<file path="src/rtl/alu_share_arbiter.sv">
// Two-requester round-robin front end for a single shared 32-bit ALU.
// One operation in flight; operands and results are registered.

// Combinational 32-bit ALU (AND/OR/ADD/SUB/SLT/NOR).
module ALU32Bit (
  input  logic [3:0]  ALUControl,
  input  logic [31:0] A,
  input  logic [31:0] B,
  output logic [31:0] ALUResult,
  output logic        Zero
);
  // Opcode decode; unknown codes yield 0.
  always_comb begin
    ALUResult = 32'd0;
    case (ALUControl)
      4'b0000: ALUResult = A & B;
      4'b0001: ALUResult = A | B;
      4'b0010: ALUResult = A + B;
      4'b0110: ALUResult = A - B;
      4'b0111: ALUResult = ($signed(A) < $signed(B)) ? 32'd1 : 32'd0;
      4'b1100: ALUResult = ~(A | B);
      default: ALUResult = 32'd0;
    endcase
  end

  assign Zero = (ALUResult == 32'd0);
endmodule

module alu_share_arbiter #(
  parameter logic INIT_LAST = 1'b1
) (
  input  logic        Clk,
  input  logic        Rst,
  input  logic [1:0]  ReqValid,
  output logic [1:0]  ReqReady,
  input  logic [7:0]  ReqOp,
  input  logic [63:0] ReqA,
  input  logic [63:0] ReqB,
  output logic [1:0]  RspValid,
  input  logic [1:0]  RspReady,
  output logic [31:0] RspResult,
  output logic        RspZero,
  output logic        RspErr,
  output logic        Busy
);
  typedef enum logic [1:0] {IDLE, EXEC, RESP} state_t;

  state_t      state_q, state_d;
  logic        lg_q;
  logic        owner_q;
  logic [3:0]  op_q;
  logic [31:0] a_q, b_q;
  logic [31:0] res_q;
  logic        zero_q, err_q;

  logic        gnt_idx;
  logic        accept;
  logic        legal;
  logic [3:0]  alu_op;
  logic [31:0] alu_res;
  logic        alu_zero;

  // Illegal opcodes never reach the ALU; it sees AND instead and the
  // result is discarded in favour of the error response.
  always_comb begin
    case (op_q)
      4'b0000, 4'b0001, 4'b0010, 4'b0110, 4'b0111, 4'b1100: legal = 1'b1;
      default: legal = 1'b0;
    endcase
  end

  assign alu_op = legal ? op_q : 4'b0000;

  ALU32Bit u_alu (
    .ALUControl (alu_op),
    .A          (a_q),
    .B          (b_q),
    .ALUResult  (alu_res),
    .Zero       (alu_zero)
  );

  // State register.
  always_ff @(posedge Clk or posedge Rst) begin
    if (Rst) state_q <= IDLE;
    else     state_q <= state_d;
  end

  // Next state, round-robin grant and handshake outputs.
  always_comb begin
    state_d  = state_q;
    ReqReady = 2'b00;
    RspValid = 2'b00;
    gnt_idx  = 1'b0;
    accept   = 1'b0;
    case (state_q)
      IDLE: begin
        // On a tie the requester that did not win last time goes first.
        if (ReqValid == 2'b11) gnt_idx = ~lg_q;
        else                   gnt_idx = ReqValid[1];
        if ((|ReqValid) && !Rst) begin
          ReqReady[gnt_idx] = 1'b1;
          accept            = 1'b1;
          state_d           = EXEC;
        end
      end
      EXEC: state_d = RESP;
      RESP: begin
        RspValid[owner_q] = 1'b1;
        if (RspReady[owner_q]) state_d = IDLE;
      end
      default: state_d = IDLE;
    endcase
  end

  // Operand capture on accept, result capture at the end of EXEC.
  always_ff @(posedge Clk or posedge Rst) begin
    if (Rst) begin
      lg_q    <= INIT_LAST;
      owner_q <= 1'b0;
      op_q    <= 4'd0;
      a_q     <= 32'd0;
      b_q     <= 32'd0;
      res_q   <= 32'd0;
      zero_q  <= 1'b0;
      err_q   <= 1'b0;
    end else begin
      if (accept) begin
        owner_q <= gnt_idx;
        lg_q    <= gnt_idx;
        op_q    <= gnt_idx ? ReqOp[7:4]  : ReqOp[3:0];
        a_q     <= gnt_idx ? ReqA[63:32] : ReqA[31:0];
        b_q     <= gnt_idx ? ReqB[63:32] : ReqB[31:0];
      end
      if (state_q == EXEC) begin
        res_q  <= legal ? alu_res : 32'd0;
        zero_q <= legal & alu_zero;
        err_q  <= ~legal;
      end
    end
  end

  assign RspResult = res_q;
  assign RspZero   = zero_q;
  assign RspErr    = err_q;
  assign Busy      = (state_q != IDLE);
endmodule

</file>
<file path="config.mk">
export PLATFORM = sky130hd
export DESIGN_NAME = alu_share_arbiter
export DESIGN_NICKNAME = d
export VERILOG_FILES = /design/src/rtl/alu_share_arbiter.sv
export SDC_FILE = /design/constraint.sdc
export NUM_CORES = 1
export LEC_CHECK = 0
export ABC_AREA = 0
export BUFFER_PORTS_ARGS = -buffer_cell sky130_fd_sc_hd__clkbuf_2
export CAP_MARGIN = 20
export CORE_MARGIN = 3
export CORE_UTILIZATION = 59
export CTS_BUF_LIST = sky130_fd_sc_hd__clkbuf_2
export CTS_CLUSTER_DIAMETER = 60
export DETAILED_ROUTE_END_ITERATION = 7
export PLACE_DENSITY = 0.87
export SLEW_MARGIN = 20
export SYNTH_ARGS = -nofsm -noshare
export SYNTH_HDL_FRONTEND = slang
export SYNTH_SLANG_ARGS = --single-unit
</file>
<file path="constraint.sdc">
create_clock -name Clk -period 4 [get_ports Clk]
set_clock_uncertainty 0.2 [all_clocks]
set_input_delay 0.8 -clock Clk [delete_from_list [all_inputs] [get_ports Clk]]
set_output_delay 0.8 -clock Clk [all_outputs]
set_load 0.02 [all_outputs]
</file>
==> summary.md <==
| Metric | Value |
|---|---|
| Status | finished with violations |
| Failing checks | negative setup slack |
| Row cnt | 46 |
| Max_slew headroom | 44.5% |
| P_leak | 5.61 nW |
| Synthesized area | 0.00966 mm^2 |
| Hold slack | 0.133 ns |
| RSZ-0062 raised after global routing | yes |
| Total power | 12.7 mW |
| Post-Syn Area per Cell | 8.35 um^2 |
| Total Die Area | 0.0179 mm^2 |
| Area grow syn2layout | 23.8% |
| Fin. max-slew vios | 0 |
| Drc violations | 0 |
| Post-synthesis xor/xnor area fraction | 2.00% |
| Sequential share of the synthesized area | 27.5% |
| Simple-gate share of the synthesized area | 13.4% |
| Post-synth ARST share | 100% |
| I/O pin count | 181 |
| Metal2 WL | 15700 um |
| Final Critical Period | 4.05 ns |
| Final setup fails | 1 |
| Largest net degree at the start of global routing | 76 |
| Fin nets | 1648 |
| Number of synthesis warnings | 0 |
| Met1 WL | 14800 um |
| Die height | 134 um |
| Synth area leader | dfrtp_1 |
| Compound-Gate Fraction of Synth Area | 32.7% |
| Final ANT Viol Nets | 0 |
| Crit Path Max Fanout | 7 |
| Placer Congestion | 1.01 |
| CTS clk-pin slew, worst paths | 0.35 ns |
| Fin crit share | 101% |
| Vias in the first global route | 9791 |
| Mapped Cells | 1157 |
| Core area | 0.0159 mm^2 |
| IO Port Bufs | 180 |
| Critical Path Sink Type | flip-flop |
| Uppermost layer routed | met4 |
| Top FF cell, synth | dfrtp_1 |
| Setup WS pre-CTS | 0.0279 ns |
| Clk sink count | 106 |
| DP Area | 0.0113 mm^2 |
| Worst path max stage delay | 0.47 ns |
| Initial DRC count | 1046 |
| Power per standard cell area | 1070 mW/mm^2 |
| H-tree levels | 3 |
| Setup ws final | -0.0455 ns |
| Cell variety after synth | 91 |
| Die Width | 134 um |
| Adder-cell share of the synthesized area | 14.4% |
| Remaining Overflow, GRT | 0 |
| First-pass GRT wire length | 51900 um |
| TritonCTS clock tree | done |
| WL/cell | 21.5 um |
| VDD IR max | 0.597 mV |
| Most common cell in the synthesized netlist | o21ai_0 |
| Total GRT Usage | 36.4% |
| Share of layout cells above drive strength 1 | 31.5% |
| Yosys reg bits | 106 |
| Via count of the routed design | 10524 |
| Top post-synthesis cells by area | dfrtp_1 (27%), ha_1 (14%), o21ai_0 (6.6%), o221ai_1 (6.3%), a21oi_1 (4.4%) |
| Drt pass-1 iters | 8 |
| Slew at the pin closest to its max-slew limit | 0.823 ns |
| Mux contribution to synthesized area | 1.30% |
| Initial Util | 60.6% |
| Top post-synthesis cells by count | o21ai_0 (127), ha_1 (108), dfrtp_1 (105) |
| Clock buffer depth | 2 |
| Maximum clock frequency | 247 MHz |
| Post-synth top area share | 27.2% |
| DRT Wirelength | 34800 um |
| Largest family of logic cells by synthesized area | compound AO/OA/AOI/OAI gates |
| Initial antenna violation count | 1 |
| Worst-path cell chain | inv_1 -> ha_1 -> nor2b_2 -> o211ai_1 -> a21o_4 -> a21oi_2 -> or3_4 -> and3b_1 -> mux2i_1 -> a211o_2 -> a2111oi_1 -> and4b_1 -> nand4_1 -> o41ai_4 |
| Slowest stage cell, crit path | dfrtp_1 |
| WP data arrival | 4.46 ns |
| CP startpoint kind | flip-flop |
| Hold Fails Final Rpt | 0 |
| Worst skew pair latency | 0.70 ns |
| Data required, critical path | 4.41 ns |
| Syn_nets | 1409 |
| Root Buffer | clkbuf_2 |
| Hold Crit Class | in2reg |
| Detailed Place HPWL | 26000 um |
| Max-cap viol count | 0 |
| Design area | 0.0120 mm^2 |
| Met3 wire len | 3300 um |
| Vias per inst | 6.50 |
| CTS Buf Count | 9 |
| EDFF count, synth | 0 |
| Setup CP Type | reg2reg |
==> layer usage <==
metal / vias to the layer above / GRT usage (%)
met5: - / 0
met4: 0 / 11.8
met3: 94 / 6.56
met2: 626 / 56.2
met1: 5036 / 51.9
li1: 4768 / -
==> worst max-delay path: cells and delay by family, from the launching register on <==
kind,cells,cell delay (ns)
AND/OR/NAND/NOR,5,1.17
multiplexers,1,0.11
buffers and inverters,1,0.14
AO/OA/AOI/OAI,6,1.55
flip-flops,1,0.47
adder cells (fa/ha/maj),1,0.34
==> final timing paths <==
path                            slack [ns]                      start  cells past startpoint                         to
worst min register to register        0.33  RspResult[18]$_DFFE_PP0N_                      2  RspResult[18]$_DFFE_PP0N_
worst max register to register       -0.05         b_q[2]$_DFFE_PP0P_                     14        RspZero$_DFFE_PP0N_
worst max-delay path                 -0.05         b_q[2]$_DFFE_PP0P_                     14        RspZero$_DFFE_PP0N_
max in group asynchronous             2.33                        Rst                      4         RspErr$_DFFE_PP0N_
worst min-delay path                  0.13                    ReqB[8]                      3         b_q[8]$_DFFE_PP0P_
min in group asynchronous             0.48                        Rst                      3        a_q[29]$_DFFE_PP0P_
==> per-stage QoR <==
stage               setup TNS, ns  std cells  utilization, %
floorplan                       0       1157               -
global placement                0       1581            70.8
detailed placement              0       1581            70.8
CTS                             0       1600            71.7
global route               -0.155       1618            75.0
finish                    -0.0455       1618            75.0
==> registers in the layout, indices dropped and copies added (netlist names) <==
name	cells
RspZero	1
lg_q	1
owner_q	1
RspErr	1
RspResult	32
state_q	2
a_q	32
op_q	4
b_q	32
==> kinds of logic after synthesis <==
family | count (synthesis)
compound gates | 460
simple gates | 261
buf+inv | 186
fa+ha+maj | 110
flops | 106
xor+xnor | 22
mux | 12
==> timing repair <==
item / in CTS / in global routing
hold endpoints to repair: 40 / 0
resized for setup: 6 / 89
setup endpoints to repair: 1 / 5
pin swaps: 0 / 32
setup buffers: 2 / 17
hold buffers: 1 / 0
==> layout by cell type, fill, tap and decap left out, drive strengths merged, types with 17 or more instances in the layout <==
cell type and n:
a21oi 86, a221oi 19, a22o 17, buf 133, clkbuf 190, dfrtp 105
ha 108, inv 101, nand2 66, nor2 88, nor3 18, o21ai 130
o221ai 70, o31ai 21, xnor2 17
==> layout make-up <==
class	count	area (um^2)
diodes	1	2.50
clock buffers	10	50.0
clock inverters	6	50.0
fillers	1167	3990
inverters	100	379
multi-input cells	865	6600
flip-flops and latches	106	2660
well taps	216	270
repair buffers	314	1950
==> power breakdown <==
group | internal [mW] | switching, mW | leakage, nW | total [mW]
registers | 1.52 | 0.357 | 1.35 | 1.88
clock network | 0.0944 | 0.433 | 0.0644 | 0.527
logic | 4.16 | 6.17 | 4.19 | 10.3
total | 5.78 | 6.96 | 5.61 | 12.7
No activity file was read; power rests on OpenSTA's default activity.
